$ cat config.mk
export PLATFORM = sky130hd
export DESIGN_NAME = vram_port_arbiter
export DESIGN_NICKNAME = d
export VERILOG_FILES = /design/src/rtl/vram_arb_pkg.sv /design/src/rtl/vram_cpu_wait_tracker.sv /design/src/rtl/vram_port_arbiter.sv
export SDC_FILE = /design/constraint.sdc
export NUM_CORES = 1
export LEC_CHECK = 0
export CORE_ASPECT_RATIO = 2
export CORE_MARGIN = 2
export CORE_UTILIZATION = 25
export DETAILED_ROUTE_END_ITERATION = 10
export GPL_TIMING_DRIVEN = 0
export MAX_ROUTING_LAYER = met4
export PLACE_DENSITY = 0.87
export SLEW_MARGIN = 20
export SYNTH_ARGS = -nofsm -noshare
export SYNTH_HDL_FRONTEND = slang
export SYNTH_SLANG_ARGS = --single-unit
export TNS_END_PERCENT = 100
$ cat constraint.sdc
create_clock -name clock -period 4.15 [get_ports clock]
set_input_delay 0.83 -clock clock [delete_from_list [all_inputs] [get_ports clock]]
set_output_delay 0.83 -clock clock [all_outputs]
set_load 0.005 [all_outputs]
$ cat src/rtl/vram_arb_pkg.sv
// vram_arb_pkg: shared types and widths for the VRAM port arbiter.
//   owner_t     - which requester owns the VRAM port in a given cycle
//   VRAM_ADDR_W - VRAM word-address width (same as the BG address width)
//   VRAM_DATA_W - VRAM data width
package vram_arb_pkg;

  localparam int VRAM_ADDR_W = 17;
  localparam int VRAM_DATA_W = 16;

  typedef enum logic [1:0] {
    OWN_NONE = 2'd0,
    OWN_BG   = 2'd1,
    OWN_OBJ  = 2'd2,
    OWN_CPU  = 2'd3
  } owner_t;

endpackage

$ cat src/rtl/vram_cpu_wait_tracker.sv
// vram_cpu_wait_tracker: counts consecutive cycles in which the CPU asked
// for the VRAM port and did not get it. Once the count reaches
// CPU_WAIT_LIMIT, force_cpu tells the arbiter to put the CPU ahead of OBJ.
// Ports:
//   clock     in  system clock
//   rst_b     in  synchronous reset, active high
//   cpu_req   in  CPU request this cycle
//   cpu_gnt   in  CPU access issued this cycle
//   force_cpu out CPU has waited long enough to beat OBJ
// wait_cnt is kept as a named register so it can be probed directly.
module vram_cpu_wait_tracker #(
  parameter int CPU_WAIT_LIMIT = 8
) (
  input  logic clock,
  input  logic rst_b,
  input  logic cpu_req,
  input  logic cpu_gnt,
  output logic force_cpu
);

  localparam int CNT_W = $clog2(CPU_WAIT_LIMIT + 1);
  localparam logic [CNT_W-1:0] LIMIT = CNT_W'(CPU_WAIT_LIMIT);

  logic [CNT_W-1:0] wait_cnt;

  // The count only tracks an unbroken run of denied cycles: a grant or a
  // withdrawn request both restart it. It saturates so a BG-heavy stretch
  // cannot wrap it back below the limit.
  always_ff @(posedge clock) begin
    if (rst_b) begin
      wait_cnt <= '0;
    end else if (!cpu_req || cpu_gnt) begin
      wait_cnt <= '0;
    end else if (wait_cnt != LIMIT) begin
      wait_cnt <= wait_cnt + CNT_W'(1);
    end
  end

  assign force_cpu = cpu_req && (wait_cnt >= LIMIT);

endmodule

$ cat src/rtl/vram_port_arbiter.sv
// vram_port_arbiter: shares the single VRAM port between the BG fetch unit,
// the OBJ fetch unit and the CPU bus.
//
// Priority: BG (fixed slots, never stalled) > CPU when its wait count has
// hit CPU_WAIT_LIMIT > OBJ > CPU.
//
// Handshake: obj_req / cpu_req are held by the requester until the matching
// *_gnt; a cycle with req && gnt is the cycle the access is driven onto the
// VRAM port. Dropping req before a grant is allowed and issues nothing.
// bg_req has no grant: it is always served in the cycle it is raised.
// Read data returns exactly one cycle after issue, flagged by the *_valid
// output of the owner recorded at issue; the data buses all carry vram_rdata.
//
// Ports:
//   clock, rst_b                  clock and synchronous active-high reset
//   bg_req/bg_addr                BG fetch request and address
//   bg_data/bg_valid              BG read return
//   obj_req/obj_addr/obj_gnt      OBJ request, address, issue strobe
//   obj_data/obj_valid            OBJ read return
//   cpu_req/cpu_we/cpu_be/cpu_addr/cpu_wdata/cpu_gnt   CPU access
//   cpu_rdata/cpu_rvalid          CPU read return (reads only)
//   vram_addr/vram_we/vram_be/vram_wdata/vram_rdata    VRAM macro port
// Optional (VRAM_ARB_STATS_EN defined):
//   stat_clr                      clears all statistics counters
//   stat_bg_cnt/stat_obj_cnt/stat_cpu_cnt   grants per requester
//   stat_cpu_stall                cycles the CPU requested but was denied
module vram_port_arbiter
  import vram_arb_pkg::*;
#(
  parameter int ADDR_W         = VRAM_ADDR_W,
  parameter int DATA_W         = VRAM_DATA_W,
  parameter int CPU_WAIT_LIMIT = 8
) (
  input  logic              clock,
  input  logic              rst_b,
  input  logic              bg_req,
  input  logic [ADDR_W-1:0] bg_addr,
  output logic [DATA_W-1:0] bg_data,
  output logic              bg_valid,
  input  logic              obj_req,
  input  logic [ADDR_W-1:0] obj_addr,
  output logic              obj_gnt,
  output logic [DATA_W-1:0] obj_data,
  output logic              obj_valid,
  input  logic              cpu_req,
  input  logic              cpu_we,
  input  logic [1:0]        cpu_be,
  input  logic [ADDR_W-1:0] cpu_addr,
  input  logic [DATA_W-1:0] cpu_wdata,
  output logic              cpu_gnt,
  output logic [DATA_W-1:0] cpu_rdata,
  output logic              cpu_rvalid,
  output logic [ADDR_W-1:0] vram_addr,
  output logic              vram_we,
  output logic [1:0]        vram_be,
  output logic [DATA_W-1:0] vram_wdata,
  input  logic [DATA_W-1:0] vram_rdata
`ifdef VRAM_ARB_STATS_EN
  ,
  input  logic              stat_clr,
  output logic [31:0]       stat_bg_cnt,
  output logic [31:0]       stat_obj_cnt,
  output logic [31:0]       stat_cpu_cnt,
  output logic [31:0]       stat_cpu_stall
`endif
);

  owner_t owner;
  owner_t rd_tag;
  logic   force_cpu;

  vram_cpu_wait_tracker #(
    .CPU_WAIT_LIMIT(CPU_WAIT_LIMIT)
  ) u_wait (
    .clock    (clock),
    .rst_b    (rst_b),
    .cpu_req  (cpu_req),
    .cpu_gnt  (cpu_gnt),
    .force_cpu(force_cpu)
  );

  // Owner for this cycle. force_cpu already includes cpu_req.
  always_comb begin
    owner = OWN_NONE;
    if (rst_b) begin
      owner = OWN_NONE;
    end else if (bg_req) begin
      owner = OWN_BG;
    end else if (force_cpu) begin
      owner = OWN_CPU;
    end else if (obj_req) begin
      owner = OWN_OBJ;
    end else if (cpu_req) begin
      owner = OWN_CPU;
    end
  end

  assign obj_gnt = (owner == OWN_OBJ);
  assign cpu_gnt = (owner == OWN_CPU);

  // VRAM port mux. Reads always fetch the full word.
  always_comb begin
    vram_addr = '0;
    vram_we   = 1'b0;
    vram_be   = 2'b11;
    case (owner)
      OWN_BG:  vram_addr = bg_addr;
      OWN_OBJ: vram_addr = obj_addr;
      OWN_CPU: begin
        vram_addr = cpu_addr;
        vram_we   = cpu_we;
        vram_be   = cpu_we ? cpu_be : 2'b11;
      end
      default: vram_addr = '0;
    endcase
  end

  assign vram_wdata = cpu_wdata;

  // Owner of the data arriving next cycle. CPU writes return nothing, so
  // they are recorded as NONE.
  always_ff @(posedge clock) begin
    if (rst_b) begin
      rd_tag <= OWN_NONE;
    end else if (owner == OWN_CPU && cpu_we) begin
      rd_tag <= OWN_NONE;
    end else begin
      rd_tag <= owner;
    end
  end

  // Valids are also masked while reset is held, so a read issued just
  // before reset never reports data regardless of where reset lands.
  assign bg_valid   = !rst_b && (rd_tag == OWN_BG);
  assign obj_valid  = !rst_b && (rd_tag == OWN_OBJ);
  assign cpu_rvalid = !rst_b && (rd_tag == OWN_CPU);

  assign bg_data   = vram_rdata;
  assign obj_data  = vram_rdata;
  assign cpu_rdata = vram_rdata;

`ifdef VRAM_ARB_STATS_EN
  // Free-running 32-bit counters; clear beats a same-cycle increment.
  always_ff @(posedge clock) begin
    if (rst_b || stat_clr) begin
      stat_bg_cnt    <= '0;
      stat_obj_cnt   <= '0;
      stat_cpu_cnt   <= '0;
      stat_cpu_stall <= '0;
    end else begin
      if (owner == OWN_BG)  stat_bg_cnt  <= stat_bg_cnt + 32'd1;
      if (owner == OWN_OBJ) stat_obj_cnt <= stat_obj_cnt + 32'd1;
      if (owner == OWN_CPU) stat_cpu_cnt <= stat_cpu_cnt + 32'd1;
      if (cpu_req && !cpu_gnt) stat_cpu_stall <= stat_cpu_stall + 32'd1;
    end
  end
`endif

endmodule

=== Yosys cells after proc, flatten, opt, wreduce, memory -nomap -nowiden ===
Cells that the tools add are included.

* Flip-flop bits (word level): 6
* Input bits: 91
* Output and inout bits: 89
* Word-level logic and storage cells: 30

* Add/sub/neg operators: 1
* Magnitude comparators: 1
* Equal/unequal tests: 7
* Mux-type cells: 9
* Reductions and logical operators: 10

{| class="wikitable"
|+ Operators with widths
! kind !! count
|-
| $pmux 17 s3 || 1
|-
| $mux 2 || 7
|-
| $eq 2x2->1 const B || 4
|-
| $logic_and 1x1->1 || 5
|-
| $add 4x1->4 const B || 1
|-
| $eq 2x1->1 const B || 2
|-
| $ge 4x4->1 const B || 1
|-
| $ne 4x4->1 const B || 1
|-
| $reduce_or 2->1 || 2
|-
| $logic_not 1->1 || 2
|-
| $logic_or 1x1->1 || 1
|-
| $mux 1 || 1
|}

=== Longest topological paths before layout ===
Gate-level depths: netlist of the first run.

* Word-level depth: 8
* Mapped depth: 5
* Mapped depth without buffers: 5

=== Hierarchy ===
A second synthesis of the first run with hierarchy kept.

* Cells, all modules: 146
* Area, all modules: 1168.6 um^2

{| class="wikitable"
|+ By module, submodules not included
! module !! instances !! cells an instance !! area each (um^2) !! sequential area each (um^2)
|-
| vram_port_arbiter || 1 || 123 || 954.7 || 40.0
|-
| vram_cpu_wait_tracker || 1 || 23 || 214.0 || 80.1
|}

=== Worst setup path after synthesis of the first run ===
OpenSTA, ideal clock, no wires.

* Path kind: input-to-output
* From: in rst_b
* To: out vram_addr[11]
* Arrival time: 1622 ps
* Data required time: 3320 ps
* Setup slack: 1698 ps
* Stages on the path: 5
* Path buffers: 2
* Cell sequence: buf_4 nor2_1 and3_4 buf_6 a221o_1

* Longest elaborated chain between the ends: 3
* Elaborated cells on any way between the ends: 5
* Classes of those cells: 3 x eq/ne; 2 x mux

{| class="wikitable"
|+ Ends and longest elaborated chain
! what !! line !! source
|-
| from (decl) || vram_port_arbiter.sv:35 || <nowiki>input logic rst_b,</nowiki>
|-
| $mux 2 || vram_port_arbiter.sv:85 || <nowiki>if (rst_b) begin</nowiki>
|-
| $eq 2x2->1 || n/a ||
|-
| via cpu_gnt || vram_port_arbiter.sv:50 || <nowiki>output logic cpu_gnt,</nowiki>
|-
| $pmux 17 s3 || vram_port_arbiter.sv:106 || <nowiki>case (owner)</nowiki>
|-
| to (decl) || vram_port_arbiter.sv:53 || <nowiki>output logic [ADDR_W-1:0] vram_addr,</nowiki>
|}

The timed path passes the listed nets, and every way through them passes these cells.

=== Final worst setup path of the first run ===
* From: in cpu_req
* To: out vram_addr[5]

* Longest elaborated chain between the ends: 7
* Elaborated cells on any way between the ends: 10
* Classes of those cells: 3 x eq/ne; 6 x mux; 1 x reduce/logical

{| class="wikitable"
|+ Ends and longest elaborated chain
! what !! line !! source
|-
| from (decl) || vram_port_arbiter.sv:45 || <nowiki>input logic cpu_req,</nowiki>
|-
| $mux 2 || vram_port_arbiter.sv:93 || <nowiki>end else if (cpu_req) begin</nowiki>
|-
| $mux 2 || vram_port_arbiter.sv:91 || <nowiki>end else if (obj_req) begin</nowiki>
|-
| $mux 2 * || vram_port_arbiter.sv:89 || <nowiki>end else if (force_cpu) begin</nowiki>
|-
| $mux 2 * || vram_port_arbiter.sv:87 || <nowiki>end else if (bg_req) begin</nowiki>
|-
| $mux 2 * || vram_port_arbiter.sv:85 ||
|-
| $eq 2x2->1 / $eq 2x1->1 (equally long branches) || vram_port_arbiter.sv:106 ||
|-
| $pmux 17 s3 * || vram_port_arbiter.sv:106 ||
|}

Every way passes the cells marked *; elsewhere a longest branch is shown, timed or not.

==> impl_metrics.tcl, run 1 <==
set metrics [dict create \
    postCtsSetupBuffers 0 \
    setup_viol 0 \
    io_buffers 146 \
    timing.setup.tns_ns 0 \
    cts_tree "built" \
    grt-ovfl-total 0 \
    ys_warn_count 0 \
    min_path_type "reg2reg" \
    worst_slack_ns 0.5204 \
    dpl_worst_slack_ns 0.5007 \
    avgSynthCellArea_um2 8.116 \
    reg2regPathDepth 3 \
    die_h_um 102.0 \
    synth_common_cells "buf_4, a221o_1, and2_1" \
    synth_top_area_share_pct 41.25 \
    synth.most_common_cell "buf_4" \
    synth_nets 241 \
    clock-root-buffer "clkbuf_8" \
    track_usage_pct 17.06 \
    critPathCaptureType "output port" \
    nNetsFinal 392 \
    clock_sinks 6 \
    post_drt_wl_per_cell_um 14.09 \
    yosysUniqueCellTypes 28 \
    clkLatencyLatePin_ns 0.23 \
    grt_pass1_wl_um 6831 \
    dp_hpwl_um 4366 \
    grt_pass1_vias 1551 \
    relSlewSlack_pct 74.37 \
    ys_seq_area_share_pct 10.00 \
    cts_resized 0 \
    clkTransAtPathRegs_ns 0.04 \
    peakVddDrop_mv 0.2559 \
    row_count 35 \
    r2r_end "u_wait.wait_cnt[1]" \
    fin_skew_ns 0.005309 \
    grt_antenna_before_repair 0 \
    ff2ff_setup_slack_ns 2.98 \
    cp-start-kind "primary input" \
    grt_setup_unrepaired "no" \
    status "finished clean" \
    worst-setup-path-type "in2out" \
    syn_area_um2 1201 \
    drc 0 \
    num_io_pins 180 \
    postSynthRegisterBits 6 \
    cp-endpoint "vram_addr[5]" \
    vias 1544 \
    drv_cap 0 \
    critPathLaunch "cpu_req" \
    worst_pin_slew_ns 0.3833 \
    wirelength_um 4958 \
    finalCritPeriodShare_pct 87.46 \
    die_w_um 53.02 \
    via_per_inst 4.386 \
    p_leak_nw 1.196 \
    n_antenna_cell 0 \
    synthFlopType "dfxtp_1" \
    period_needed_ns 3.630 \
    yosysTopAreaCell "buf_4" \
    grt_max_degree 11 \
    critPathMaxFanout 10 \
    worstPathArrival_ns 2.80 \
    place_congestion 0.7387 \
    start_util_pct 26.12 \
    fmax_mhz 275.5 \
    cts.hold.buffers_added 0 \
    clock_path_buffers 2 \
    reg2reg_from "u_wait.wait_cnt[3]" \
    antenna_left 0 \
    crit_required_ns 3.32 \
    p_per_area_nw_per_um2 139.9 \
    cts_buffers 3 \
    async_flop_share_pct 0 \
    core_area_um2 4598 \
    layout-drive-gt1-share_pct 27.95 \
    hold_viol_final 0 \
    dieArea_um2 5409 \
    synth_edf_count 0 \
    synthCells 148 \
    slew_violations 0 \
    area_growth_pct 130.8 \
    htree_levels 1 \
    drtIter0Drc 19 \
    drt_pass1_iterations 4 \
    netlist_top_cells_area "buf_4, a221o_1, dfxtp_1" \
]
[metal layers]
layer / up-vias / global-route usage, % / share of wire [%]
met5: - / - / 0
met4: 0 / 1.775 / 0.28
met3: 2 / 6.287 / 16
met2: 134 / 35.19 / 55
met1: 666 / 13.74 / 28
li1: 742 / - / -
[worst min path at each step]
stage,start,end,slack (ns),depth (start not counted)
3_5_place_dp,u_wait.wait_cnt[2],u_wait.wait_cnt[2],0.49,2
5_1_grt,u_wait.wait_cnt[2],u_wait.wait_cnt[2],0.53,2
4_1_cts,u_wait.wait_cnt[2],u_wait.wait_cnt[2],0.50,2
2_1_floorplan,u_wait.wait_cnt[2],u_wait.wait_cnt[2],0.47,2
3_3_place_gp,u_wait.wait_cnt[2],u_wait.wait_cnt[2],0.48,2
6_report,u_wait.wait_cnt[2],u_wait.wait_cnt[2],0.50,2
[placed cells by master, fill, tap and decap left out, drive strengths merged, types with 2 or more instances in the layout]
cell	count
clkdlybuf4s50	146
nand2b	2
nand3b	4
clkbuf	3
inv	6
buf	69
dfxtp	6
ha	2
nor2	5
nand3	2
nand2	2
nor3b	2
a221o	16
a31oi	2
and2	18
[report_power, final]
group,switching [mW],internal [mW],total [mW]
combinational,0.0594,0.179,0.239
clock,0.0254,0.0623,0.0877
sequential,0.00156,0.0600,0.0615
[per-stage QoR]
stage / hold WS (ns) / util [%] / area, µm² / total power, mW / std cells
after floorplan: 0.4652 / - / 1201 / 0.1485 / 148
after global placement: 0.4787 / 59.40 / 2731 / 0.2983 / 349
after detailed placement: 0.4925 / 59.40 / 2731 / 0.3020 / 349
after CTS: 0.5019 / 60.30 / 2773 / 0.3915 / 352
after global routing: 0.5284 / 60.30 / 2773 / 0.4098 / 352
final: 0.4978 / 60.30 / 2773 / 0.3880 / 352
[area by class of cell]
cell class	count	area, µm²
plain buffers	69	529.3
clock buffers	3	41.29
fillers	393	1826
inverters	6	22.52
multi-input cells	67	529.3
flip-flops and latches	6	120.1
well taps	55	68.82
repair buffers	146	1461
[worst max-delay path: stages]
cell             delay [ns]
clkdlybuf4s50_1        0.51
a21bo_2                0.29
nor3_4                 0.31
buf_6                  0.20
a221o_1                0.15
clkdlybuf4s50_1        0.51
[logic make-up (layout without fill, tap and decap cells)]
logic type	after synthesis	after routing	share of synthesized area [%]
adders and majority gates	2	2	2.083
xor gates and xnor gates	2	2	1.459
DFF	6	6	10.00
muxes	1	1	0.8334
AOI/OAI and AO/OA	23	23	17.50
buffers and inverters	75	224	45.94
and+or+nand+nor	39	39	22.19
[state kept, by name (all words and copies together) (netlist names)]
| signal | flops |
|---|---|
| rd_tag | 2 |
| u_wait.wait_cnt | 4 |
Power figures use the tool's default switching activity.
==> run 2: changes to the inputs <==
--- a/config.mk
+++ b/config.mk
@@ -10,8 +10,9 @@
 export CORE_UTILIZATION = 25
 export DETAILED_ROUTE_END_ITERATION = 10
 export GPL_TIMING_DRIVEN = 0
+export HOLD_SLACK_MARGIN = 0.02
 export MAX_ROUTING_LAYER = met4
-export PLACE_DENSITY = 0.87
+export PLACE_DENSITY_LB_ADDON = 0.08
 export SLEW_MARGIN = 20
 export SYNTH_ARGS = -nofsm -noshare
 export SYNTH_HDL_FRONTEND = slang
==> impl_metrics.tcl, run 2 (synthesis results as in run 1) <==
set metrics [dict create \
    worstPathArrival_ns 2.79 \
    layout-drive-gt1-share_pct 27.95 \
    mostFrequentLayoutCells "clkdlybuf4s50_1, buf_4, a221o_1, and2_1" \
    relSlewSlack_pct 74.64 \
    post_drt_wl_per_cell_um 13.33 \
    dieArea_um2 5409 \
    p_per_area_nw_per_um2 138.6 \
    reg2regPathDepth 5 \
    finalCritPeriodShare_pct 87.16 \
    hold_viol_final 0 \
    status "finished clean" \
    largest-register "u_wait.wait_cnt" \
    setup_viol 0 \
    period_needed_ns 3.617 \
    grt_pass1_wl_um 6375 \
    fmax_mhz 276.5 \
    crit_required_ns 3.32 \
    drtIter0Drc 13 \
    cpMostUsedCell "clkdlybuf4s50_1" \
    crit_slowest_cell "clkdlybuf4s50_1" \
    layout_commonest_cell "clkdlybuf4s50_1" \
    track_usage_pct 15.78 \
    start_util_pct 26.12 \
    slew_violations 0 \
    grt_setup_unrepaired "no" \
    grt_pass1_vias 1337 \
    timing.setup.tns_ns 0 \
    finalInstanceArea_um2 2773 \
    dpl_cell_area_um2 2731 \
    fin_cells 352 \
    drt_pass1_iterations 3 \
    area_growth_pct 130.8 \
    dp_hpwl_um 4205 \
    htree_levels 1 \
    top_regs "u_wait.wait_cnt x4, rd_tag x2" \
    drc 0 \
    nNetsFinal 392 \
    worst-setup-path-type "in2out" \
    core_area_um2 4598 \
    die_h_um 102.0 \
    peakVddDrop_mv 0.1878 \
    postCtsSetupBuffers 0 \
    hold_slack_ns 0.5104 \
    critPathCaptureType "output port" \
    wirelength_um 4691 \
    row_count 35 \
    clock_sinks 6 \
    fin_skew_ns 0.002687 \
    cts_tree "built" \
    place_congestion 0.7138 \
    clkLatencyLatePin_ns 0.22 \
    grt_max_degree 11 \
    critPathMaxFanout 10 \
    cts_buffers 3 \
    clock_path_buffers 2 \
    largest_register_ff_count 4 \
    dp_cells 349 \
    via_per_inst 4.165 \
    crit_chain "clkdlybuf4s50_1 > a21bo_2 > nor3_4 > buf_6 > a221o_1 > clkdlybuf4s50_1" \
    clkTransAtPathRegs_ns 0.04 \
    num_io_pins 180 \
    clock-root-buffer "clkbuf_8" \
    cp-start-kind "primary input" \
    io_buffers 146 \
    grt_antenna_before_repair 0 \
    cts.hold.buffers_added 0 \
    min_path_type "reg2reg" \
    antenna_left 0 \
    cpPeakStageDelay_ns 0.51 \
    vias 1466 \
    grt-ovfl-total 0 \
    worst_pin_slew_ns 0.3791 \
    drv_cap 0 \
    die_w_um 53.02 \
    cts_resized 0 \
    n_antenna_cell 0 \
    finish.utilization_pct 60.30 \
    worstHoldPathCells 2 \
    p_leak_nw 1.196 \
]
## run 2: critical path, delay by kind of cell
family                 cells  cell delay [ns]
buffers and inverters      3             1.21
AO/OA/AOI/OAI              2             0.44
AND/OR/NAND/NOR            1             0.31
## run 2: layout make-up
type,instances,area [µm²]
plain buffers,69,529.3
clock buffers,3,41.29
fillers,433,1826
inverters,6,22.52
multi-input cells,67,529.3
flip-flops and latches,6,120.1
well taps,55,68.82
repair buffers,146,1461
## run 2: path summary, 6_finish.rpt
check                                   startpoint                 end  slack, ns
worst max-delay path                       cpu_req        vram_addr[4]       0.53
worst min-delay path            u_wait.wait_cnt[2]  u_wait.wait_cnt[2]       0.51
worst max register to register  u_wait.wait_cnt[0]  u_wait.wait_cnt[1]       3.01
worst min register to register  u_wait.wait_cnt[2]  u_wait.wait_cnt[2]       0.51
## run 2: layer usage
layer / track usage [%] / routed length, µm / vias up
met5: - / 0 / -
met4: 4.142 / 34 / 0
met3: 7.456 / 778 / 4
met2: 30.10 / 2550 / 94
met1: 12.83 / 1328 / 626
li1: - / - / 742
## run 2: through the flow
stage,setup WS [ns],power [mW]
floorplan,1.698,0.1485
global placement,0.5198,0.2989
detailed placement,0.5229,0.3009
CTS,0.5196,0.3898
global route,0.4315,0.4069
finish,0.5329,0.3843
## run 2: report_power, final
part           total, mW  internal (mW)  switching (mW)
Clock             0.0869         0.0622          0.0246
Combinational      0.236          0.179          0.0567
Sequential        0.0616         0.0600         0.00157
